$ cat src/rtl/pc_fetch_stage.sv
// rtl/pc_fetch_stage.sv - instruction fetch PC generator with IF/ID pipeline register
//
// Purpose: holds the fetch PC, selects the next PC from redirect / hold /
// sequential, and latches the fetched instruction into the IF/ID register.
// A BOOT -> RUN -> TRAP state machine runs the sequence. A misaligned
// redirect traps the stage until reset.
//
// Ports:
//   clk            rising-edge clock
//   reset          asynchronous active-high reset
//   PcSel, BrPC    redirect request and its target address
//   Stall          hold request for the PC and the IF/ID register
//   Instr_In       instruction memory data for the current PC (same cycle)
//   PC             current fetch address (registered)
//   IfId_PC/Instr/Valid  IF/ID register contents
//   Misalign       sticky misaligned-redirect trap flag
//   RedirectCount  saturating count of accepted redirects
//                  (present only when FETCH_REDIRECT_CNT_EN is defined)

module pc_fetch_stage #(
  parameter int PC_W = 9
) (
  input  logic            clk,
  input  logic            reset,
  input  logic            PcSel,
  input  logic [31:0]     BrPC,
  input  logic            Stall,
  input  logic [31:0]     Instr_In,
  output logic [PC_W-1:0] PC,
  output logic [PC_W-1:0] IfId_PC,
  output logic [31:0]     IfId_Instr,
  output logic            IfId_Valid,
  output logic            Misalign
`ifdef FETCH_REDIRECT_CNT_EN
  ,
  output logic [15:0]     RedirectCount
`endif
);

  localparam logic [31:0] NOP = 32'h0000_0013;

  typedef enum logic [1:0] {
    BOOT = 2'd0,
    RUN  = 2'd1,
    TRAP = 2'd2
  } state_t;

  state_t          state_q, state_d;
  logic [PC_W-1:0] pc_q, pc_d;
  logic [PC_W-1:0] ifid_pc_q, ifid_pc_d;
  logic [31:0]     ifid_instr_q, ifid_instr_d;
  logic            ifid_valid_q, ifid_valid_d;
  logic            misalign_q, misalign_d;
`ifdef FETCH_REDIRECT_CNT_EN
  logic [15:0]     cnt_q, cnt_d;
`endif

  always_comb begin
    state_d      = state_q;
    pc_d         = pc_q;
    ifid_pc_d    = ifid_pc_q;
    ifid_instr_d = ifid_instr_q;
    ifid_valid_d = ifid_valid_q;
    misalign_d   = misalign_q;
`ifdef FETCH_REDIRECT_CNT_EN
    cnt_d        = cnt_q;
`endif

    case (state_q)
      BOOT: begin
        // One cycle with PC at 0 and a bubble; PcSel/Stall are ignored.
        state_d      = RUN;
        pc_d         = '0;
        ifid_pc_d    = '0;
        ifid_instr_d = NOP;
        ifid_valid_d = 1'b0;
      end

      RUN: begin
        if (PcSel) begin
          // A redirect always squashes IF/ID, overriding Stall.
          ifid_pc_d    = '0;
          ifid_instr_d = NOP;
          ifid_valid_d = 1'b0;
          if (BrPC[1:0] == 2'b00) begin
            // Target is truncated to the fetch address width.
            pc_d = PC_W'(BrPC);
`ifdef FETCH_REDIRECT_CNT_EN
            if (cnt_q != 16'hFFFF) begin
              cnt_d = cnt_q + 16'd1;
            end
`endif
          end else begin
            state_d    = TRAP;
            misalign_d = 1'b1;
          end
        end else if (!Stall) begin
          pc_d         = pc_q + PC_W'(4);
          ifid_pc_d    = pc_q;
          ifid_instr_d = Instr_In;
          ifid_valid_d = 1'b1;
        end
      end

      TRAP: begin
        // Absorbing: everything frozen, bubble and flag held.
        ifid_pc_d    = '0;
        ifid_instr_d = NOP;
        ifid_valid_d = 1'b0;
        misalign_d   = 1'b1;
      end

      default: begin
        state_d      = BOOT;
        pc_d         = '0;
        ifid_pc_d    = '0;
        ifid_instr_d = NOP;
        ifid_valid_d = 1'b0;
        misalign_d   = 1'b0;
      end
    endcase
  end

  always_ff @(posedge clk or posedge reset) begin
    if (reset) begin
      state_q      <= BOOT;
      pc_q         <= '0;
      ifid_pc_q    <= '0;
      ifid_instr_q <= NOP;
      ifid_valid_q <= 1'b0;
      misalign_q   <= 1'b0;
`ifdef FETCH_REDIRECT_CNT_EN
      cnt_q        <= 16'd0;
`endif
    end else begin
      state_q      <= state_d;
      pc_q         <= pc_d;
      ifid_pc_q    <= ifid_pc_d;
      ifid_instr_q <= ifid_instr_d;
      ifid_valid_q <= ifid_valid_d;
      misalign_q   <= misalign_d;
`ifdef FETCH_REDIRECT_CNT_EN
      cnt_q        <= cnt_d;
`endif
    end
  end

  assign PC         = pc_q;
  assign IfId_PC    = ifid_pc_q;
  assign IfId_Instr = ifid_instr_q;
  assign IfId_Valid = ifid_valid_q;
  assign Misalign   = misalign_q;
`ifdef FETCH_REDIRECT_CNT_EN
  assign RedirectCount = cnt_q;
`endif

endmodule
$ cat config.mk
export PLATFORM = sky130hd
export DESIGN_NAME = pc_fetch_stage
export DESIGN_NICKNAME = d
export VERILOG_FILES = /design/src/rtl/pc_fetch_stage.sv
export SDC_FILE = /design/constraint.sdc
export NUM_CORES = 1
export LEC_CHECK = 0
export ABC_CLOCK_PERIOD_IN_PS = 1700
export CAP_MARGIN = 10
export CORE_MARGIN = 1
export CORE_UTILIZATION = 36
export CTS_BUF_LIST = sky130_fd_sc_hd__clkbuf_8
export DETAILED_ROUTE_END_ITERATION = 8
export HOLD_SLACK_MARGIN = 0.03
export PLACE_DENSITY_LB_ADDON = 0.1
export SLEW_MARGIN = 10
export SYNTH_ARGS = -nofsm -noshare
export SYNTH_HDL_FRONTEND = slang
export SYNTH_SLANG_ARGS = --single-unit
$ cat constraint.sdc
create_clock -name clk -period 1.7 [get_ports clk]
set_clock_uncertainty 0.2 [all_clocks]
set_input_delay 0.34 -clock clk [delete_from_list [all_inputs] [get_ports clk]]
set_output_delay 0.34 -clock clk [all_outputs]
set_load 0.05 [all_outputs]
==> results of run 1 <==
[power by group through the flow]
stage	clock [µW]	sequential [µW]	combinational (µW)
global placement	0	1740	2190
CTS	758	1720	2240
floorplan	0	2200	685
global route	810	1750	2440
detailed placement	0	1750	2200
finish	744	1730	2310
[cell usage after synthesis, drive strengths merged (2+ instances only)]
library cell	count	area (µm²)
nand3	3	15.0
inv	5	18.8
buf	10	50.1
ha	4	50.1
mux2	2	22.5
and3	2	12.5
o22a	3	26.3
nor2	9	33.8
dfrtp	51	1280
or2	2	12.5
nand2	5	21.3
nand2b	2	12.5
a21oi	6	30.0
a22oi	3	22.5
a22o	38	333
dfstp	3	78.8
nor2b	4	25.0
o21ai	13	65.1
[worst max path at each step]
| stage | start | endpoint |
|---|---|---|
| floorplan | state_q[1] | IfId_PC[4] |
| global placement | PcSel | PC[2] |
| detailed placement | PcSel | PC[5] |
| CTS | BrPC[0] | PC[5] |
| global route | Stall | PC[8] |
| finish | Stall | PC[2] |
[final cells by class]
class	instances	share of cell area
Clock buffer	6	0.0204
Timing Repair Buffer	110	0.403
Clock inverter	2	0.00310
Sequential cell	54	0.336
Tap cell	75	0.0232
Multi-Input combinational cell	105	0.208
Inverter	5	0.00558
[what timing repair did]
| item | 4_1_cts | 5_1_grt |
|---|---|---|
| gates resized for setup | 4 | 11 |
| endpoints found under the setup margin | 23 | 44 |
| buffers inserted | 0 | 1 |
| pin swaps | 1 | 4 |
[metrics by stage]
stage	total power [µW]	setup slack, ps	TNS (ps)	cell area (µm²)
finish	4780	33.7	0	4040
global route	5010	4.82	0	4040
CTS	4720	1.24	0	4000
detailed placement	3950	-431	-16270	3890
global placement	3930	-399	-15290	3890
floorplan	2880	0.723	0	2260
[cell usage in the layout, fill, tap and decap left out, types with 2 or more instances in the layout]
cell,count
buf_12,55
dfrtp_2,2
inv_1,3
o21ai_0,4
o22a_1,3
nand3_1,3
ha_1,3
nor2_1,7
a21oi_1,6
nor2_2,2
nor2b_1,4
a22o_1,38
buf_4,11
dlymetal6s2s_1,2
o21ai_2,3
clkdlybuf4s50_1,41
clkinvlp_4,2
mux2_2,2
and3_1,2
clkbuf_8,6
nand2_1,4
dfrtp_1,49
o21ai_1,5
dfstp_2,3
a22oi_1,3
or2_2,2
[worst max-delay path, stage by stage]
cell	delay (ps)
clkdlybuf4s50_1	430
or2_2	330
a31o_4	300
o21ai_4	180
o31ai_4	80
[metal layers]
layer,up-vias,track usage,share of wire
met3,6,0.0398,0.065
met5,-,0,0
met4,0,0.0375,0.0084
met1,870,0.250,0.44
li1,857,-,-
met2,75,0.297,0.49
[state kept, by name, indices dropped and copies added (netlist names)]
signal	count
PC	9
IfId_PC	9
state_q	2
IfId_Valid	1
IfId_Instr	32
Misalign	1
[logic make-up (layout without fill, tap and decap cells)]
logic type / count (synthesis) / in the layout / share of synthesized area
fa+ha+maj: 4 / 4 / 0.0228
buf+inv: 16 / 123 / 0.0330
mux: 2 / 2 / 0.0102
flops: 54 / 54 / 0.616
simple gates: 30 / 30 / 0.0705
compound gates: 69 / 69 / 0.247
==> reports/results.tsv, run 1 <==
metric	value	unit
IO buf count	96	
syn nets	247	
max-slew violations	0	
final instance count without filler cells	357	
Final setup viols	0	
fin crit share	0.980	
Async SR Flop Fraction	1.00	
synthesized area	0.00220	mm²
worst hold path class	primary input to asynchronous set/reset pin	
Routed WL	5480	µm
Fmax	600	MHz
hold slack	256	ps
vias in the first global route	1809	
Critical Path Sink Type	flip-flop	
post-synth cell types	30	
H-tree depth	2	
share of cells above drive strength 1	0.348	
Reg2Reg Capture Point	PC[2]	
# rows	28	
Tmin final	1670	ps
Detailed Routing Iterations Pass 1	4	
CTS tree	yes	
die area	0.00643	mm²
Core ar.	0.00592	mm²
IO Count	120	
post-layout util	0.682	
Worst-path clk slew	100	ps
Num CTS Buffers	5	
Via density	5.06	
Mapped Cells	175	
Leakage	0.00179	µW
pwr dens	1180	mW/mm²
crit path DAT	1660	ps
status	finished, final reports clean	
switching pwr	1860	µW
1st-iter DRT viols	58	
largest net degree at the start of global routing	41	
Worst-Margin Slew	300	ps
CTS max path bufs	2	
Comb pwr share	0.482	
Yosys reg bits	54	
area delta synth->final	83.6	%
antenna fix cells	0	
Die Span Y	80.2	µm
CP Launch Type	primary input	
CP Max Fanout	6	
Syn Area/Cell	12.6	µm²
area of the multi-input gates	842	µm²
Max Cap Viol	0	
Reg2Reg Launch Point	state_q[1]	
register area	0.00136	mm²
Post-DP HPWL	4100	µm
Layout Nets	353	
Max VDD drop	0.000946	V
CP Class	primary input to flip-flop	
antenna-violating nets left	0	
dpl cells	348	
Fillers	427	
routed len/inst	15.4	µm
clock root cell	clkbuf_8	
slew margin rel.	0.800	
RSZ-0062 raised after global routing	false	
DRC	0	
GRT Util Overall	0.183	
worst reg2reg setup slack	60	ps
Seq/Total Area, Yosys	0.616	
Initial Util	0.372	
clk_lat worst skew	300	ps
Seq pwr share	0.362	
GP Congestion	0.749	
Horiz. Die Dim	80.2	µm
required time of the critical path	1700	ps
Hold Vio Cnt, Final	0	
clock group share of total power	0.156	
gr ovfl total	0	
Register-to-Register Path Depth	6	
cts hold-fix bufs	0	
global-route wire length before repair	9000	µm
Syn. warnings	0	
clock sinks	54	
top_reg_cell synth	dfrtp_1	
sw frac	0.390	
Int Pwr	2910	µW
initial antenna violation count	0	
EDFF count, synth	0	
vias	1808	
Power figures use the tool's default switching activity.
==> run 2, diff against run 1 <==
CAP_MARGIN = default   (was 10)
GPL_ROUTABILITY_DRIVEN = 0   (was default)
TNS_END_PERCENT = 1   (was default)
==> run 2 against run 1 <==
- cell count rose by 0.56%
- highest routed layer unchanged
- non-clock buffer count rose by 2
- total power increased by 3.2%
- largest cell class unchanged
- critical path depth up 1
- sequential share of layout area fell by 0.61 points
- core utilization rose by 1.1 points
- largest power group unchanged
- critical path type is now flip-flop to flip-flop
==> reports/results.tsv, run 2 (same netlist as run 1, synthesis figures left out) <==
metric	value	unit	change
status	finished, final reports clean		
Comb pwr share	0.484		+0.002
most common cell after layout, fill and taps aside	buf_12		
Num CTS Buffers	5		unchanged
IO buf count	96		unchanged
Max VDD drop	0.000873	V	-7.8%
CP Class	flip-flop to flip-flop		
Horiz. Die Dim	80.2	µm	unchanged
Layout Nets	355		+0.57%
Final setup viols	0		unchanged
Core ar.	0.00592	mm²	unchanged
Initial Util	0.372		unchanged
Register-to-Register Path Depth	6		unchanged
clock group share of total power	0.173		+0.017
Critical Path Sink Type	flip-flop		
vias in the first global route	1769		-2.2%
largest net degree at the start of global routing	35		-15%
post-layout util	0.694		+0.0114
Worst-Margin Slew	374	ps	+74.3 ps
slew margin rel.	0.750		-0.0501
setup TNS	0	ps	unchanged
sw frac	0.382		-0.00783
global-route wire length before repair	8850	µm	-1.7%
H-tree depth	2		unchanged
Via density	5.10		+0.76%
die area	0.00643	mm²	unchanged
CTS max path bufs	2		unchanged
antenna-violating nets left	0		unchanged
Worst-path clk slew	90	ps	about the same
clk_lat worst skew	310	ps	about the same
Largest register FFs	32		unchanged
Reg2Reg Launch Point	state_q[1]		
GRT Util Overall	0.182		-0.000755
crit path DAT	1690	ps	+30 ps
routed len/inst	16.5	µm	+7.1%
clock root cell	clkbuf_8		
Seq pwr share	0.343		-0.019
area delta synth->final	86.7	%	
Max Cap Viol	0		unchanged
clock sinks	54		unchanged
CP Max Fanout	9		+3
CTS tree	yes		
max-slew violations	0		unchanged
worst hold path class	primary input to asynchronous set/reset pin		
1st-iter DRT viols	67		+16%
# rows	28		unchanged
antenna fix cells	0		unchanged
Die Span Y	80.2	µm	unchanged
Fillers	425		-0.47%
Leakage	0.00183	µW	+2.2%
Tmin final	1700	ps	+31.0 ps
worst reg2reg setup slack	3	ps	-60 ps
pwr dens	1200	mW/mm²	+1.5%
DRC	0		unchanged
CP max stage cell	dfrtp_1		
vias	1832		+1.3%
Post-DP HPWL	4000	µm	-2.3%
gr ovfl total	0		unchanged
most frequent cells in the layout	buf_12 (56), dfrtp_1 (51), clkdlybuf4s50_1 (41)		
Reg2Reg Capture Point	PC[2]		
initial antenna violation count	0		unchanged
Slowest Stage Delay on Critical Path	360	ps	-70 ps
Routed WL	5910	µm	+7.7%
required time of the critical path	1700	ps	about the same
crit path from	state_q[1]		
Hold Vio Cnt, Final	0		unchanged
switching pwr	1880	µW	+1.2%
CP Launch Type	flip-flop		
Int Pwr	3050	µW	+4.6%
share of cells above drive strength 1	0.335		-0.0130
IO Count	120		unchanged
Detailed Routing Iterations Pass 1	4		unchanged
Fmax	589	MHz	-1.8%
crit-path cells	inv_1, ha_1, buf_4, a31o_4, o21ai_4, o31ai_4		
fin crit share	0.998		+0.0183
RSZ-0062 raised after global routing	true		
## run 2: cell type report
| type | instances | area (µm²) | share of cell area |
|---|---|---|---|
| tap | 75 | 93.8 | 0.0229 |
| clock inverter | 3 | 40.0 | 0.00975 |
| inverter | 5 | 22.5 | 0.00548 |
| multi-input combinational | 105 | 836 | 0.204 |
| clock buffer | 5 | 68.8 | 0.0168 |
| sequential | 54 | 1360 | 0.330 |
| timing repair buffer | 112 | 1690 | 0.412 |
## run 2: power groups by stage
stage               clock network (µW)  logic (µW)  registers [µW]
global route                       938        2510            1720
finish                             852        2390            1690
floorplan                            0         614            2190
CTS                                883        2250            1690
global placement                     0        2180            1710
detailed placement                   0        2200            1710
## run 2: worst max path at each step
stage                 end  slack (ps)  cells after the start
6_report            PC[2]           3                      6
5_1_grt             PC[2]         -30                      6
4_1_cts             PC[2]          10                      5
3_5_place_dp        PC[5]        -440                      5
3_3_place_gp        PC[2]        -390                      5
2_1_floorplan  IfId_PC[2]        -130                      9
## run 2: critical path: cells and delay by family (launching register included)
kind                       cells  cell delay [ps]
buffers and inverters          2              270
AOI/OAI and AO/OA              3              530
adders and majority gates      1              230
DFF                            1              360
## run 2: layer usage
metal / vias to the layer above / track usage / routed length [µm]
li1: 873 / - / -
met1: 904 / 0.236 / 2560
met2: 50 / 0.295 / 2970
met3: 5 / 0.0489 / 328
met4: 0 / 0.0589 / 53
met5: - / 0 / 0
## run 2: what timing repair did
item                                    4_1_cts  5_1_grt
hold buffers                                  0        0
endpoints found under the setup margin        6       30
cloned                                        0        2
buffers inserted                              0        1
endpoints found under the hold margin         0        0
gates resized for setup                       8        9
pin swaps                                     1        6
## run 2: stage by stage
step | cells | hold slack, ps | total power (µW) | cell area, µm² | setup WS (ps)
floorplan | 175 | 207 | 2800 | 2210 | -135
global placement | 348 | 354 | 3890 | 3880 | -391
detailed placement | 348 | 354 | 3920 | 3880 | -436
CTS | 356 | 152 | 4830 | 4000 | 13.2
global route | 359 | 195 | 5170 | 4110 | -26.2
finish | 359 | 156 | 4930 | 4110 | 2.68
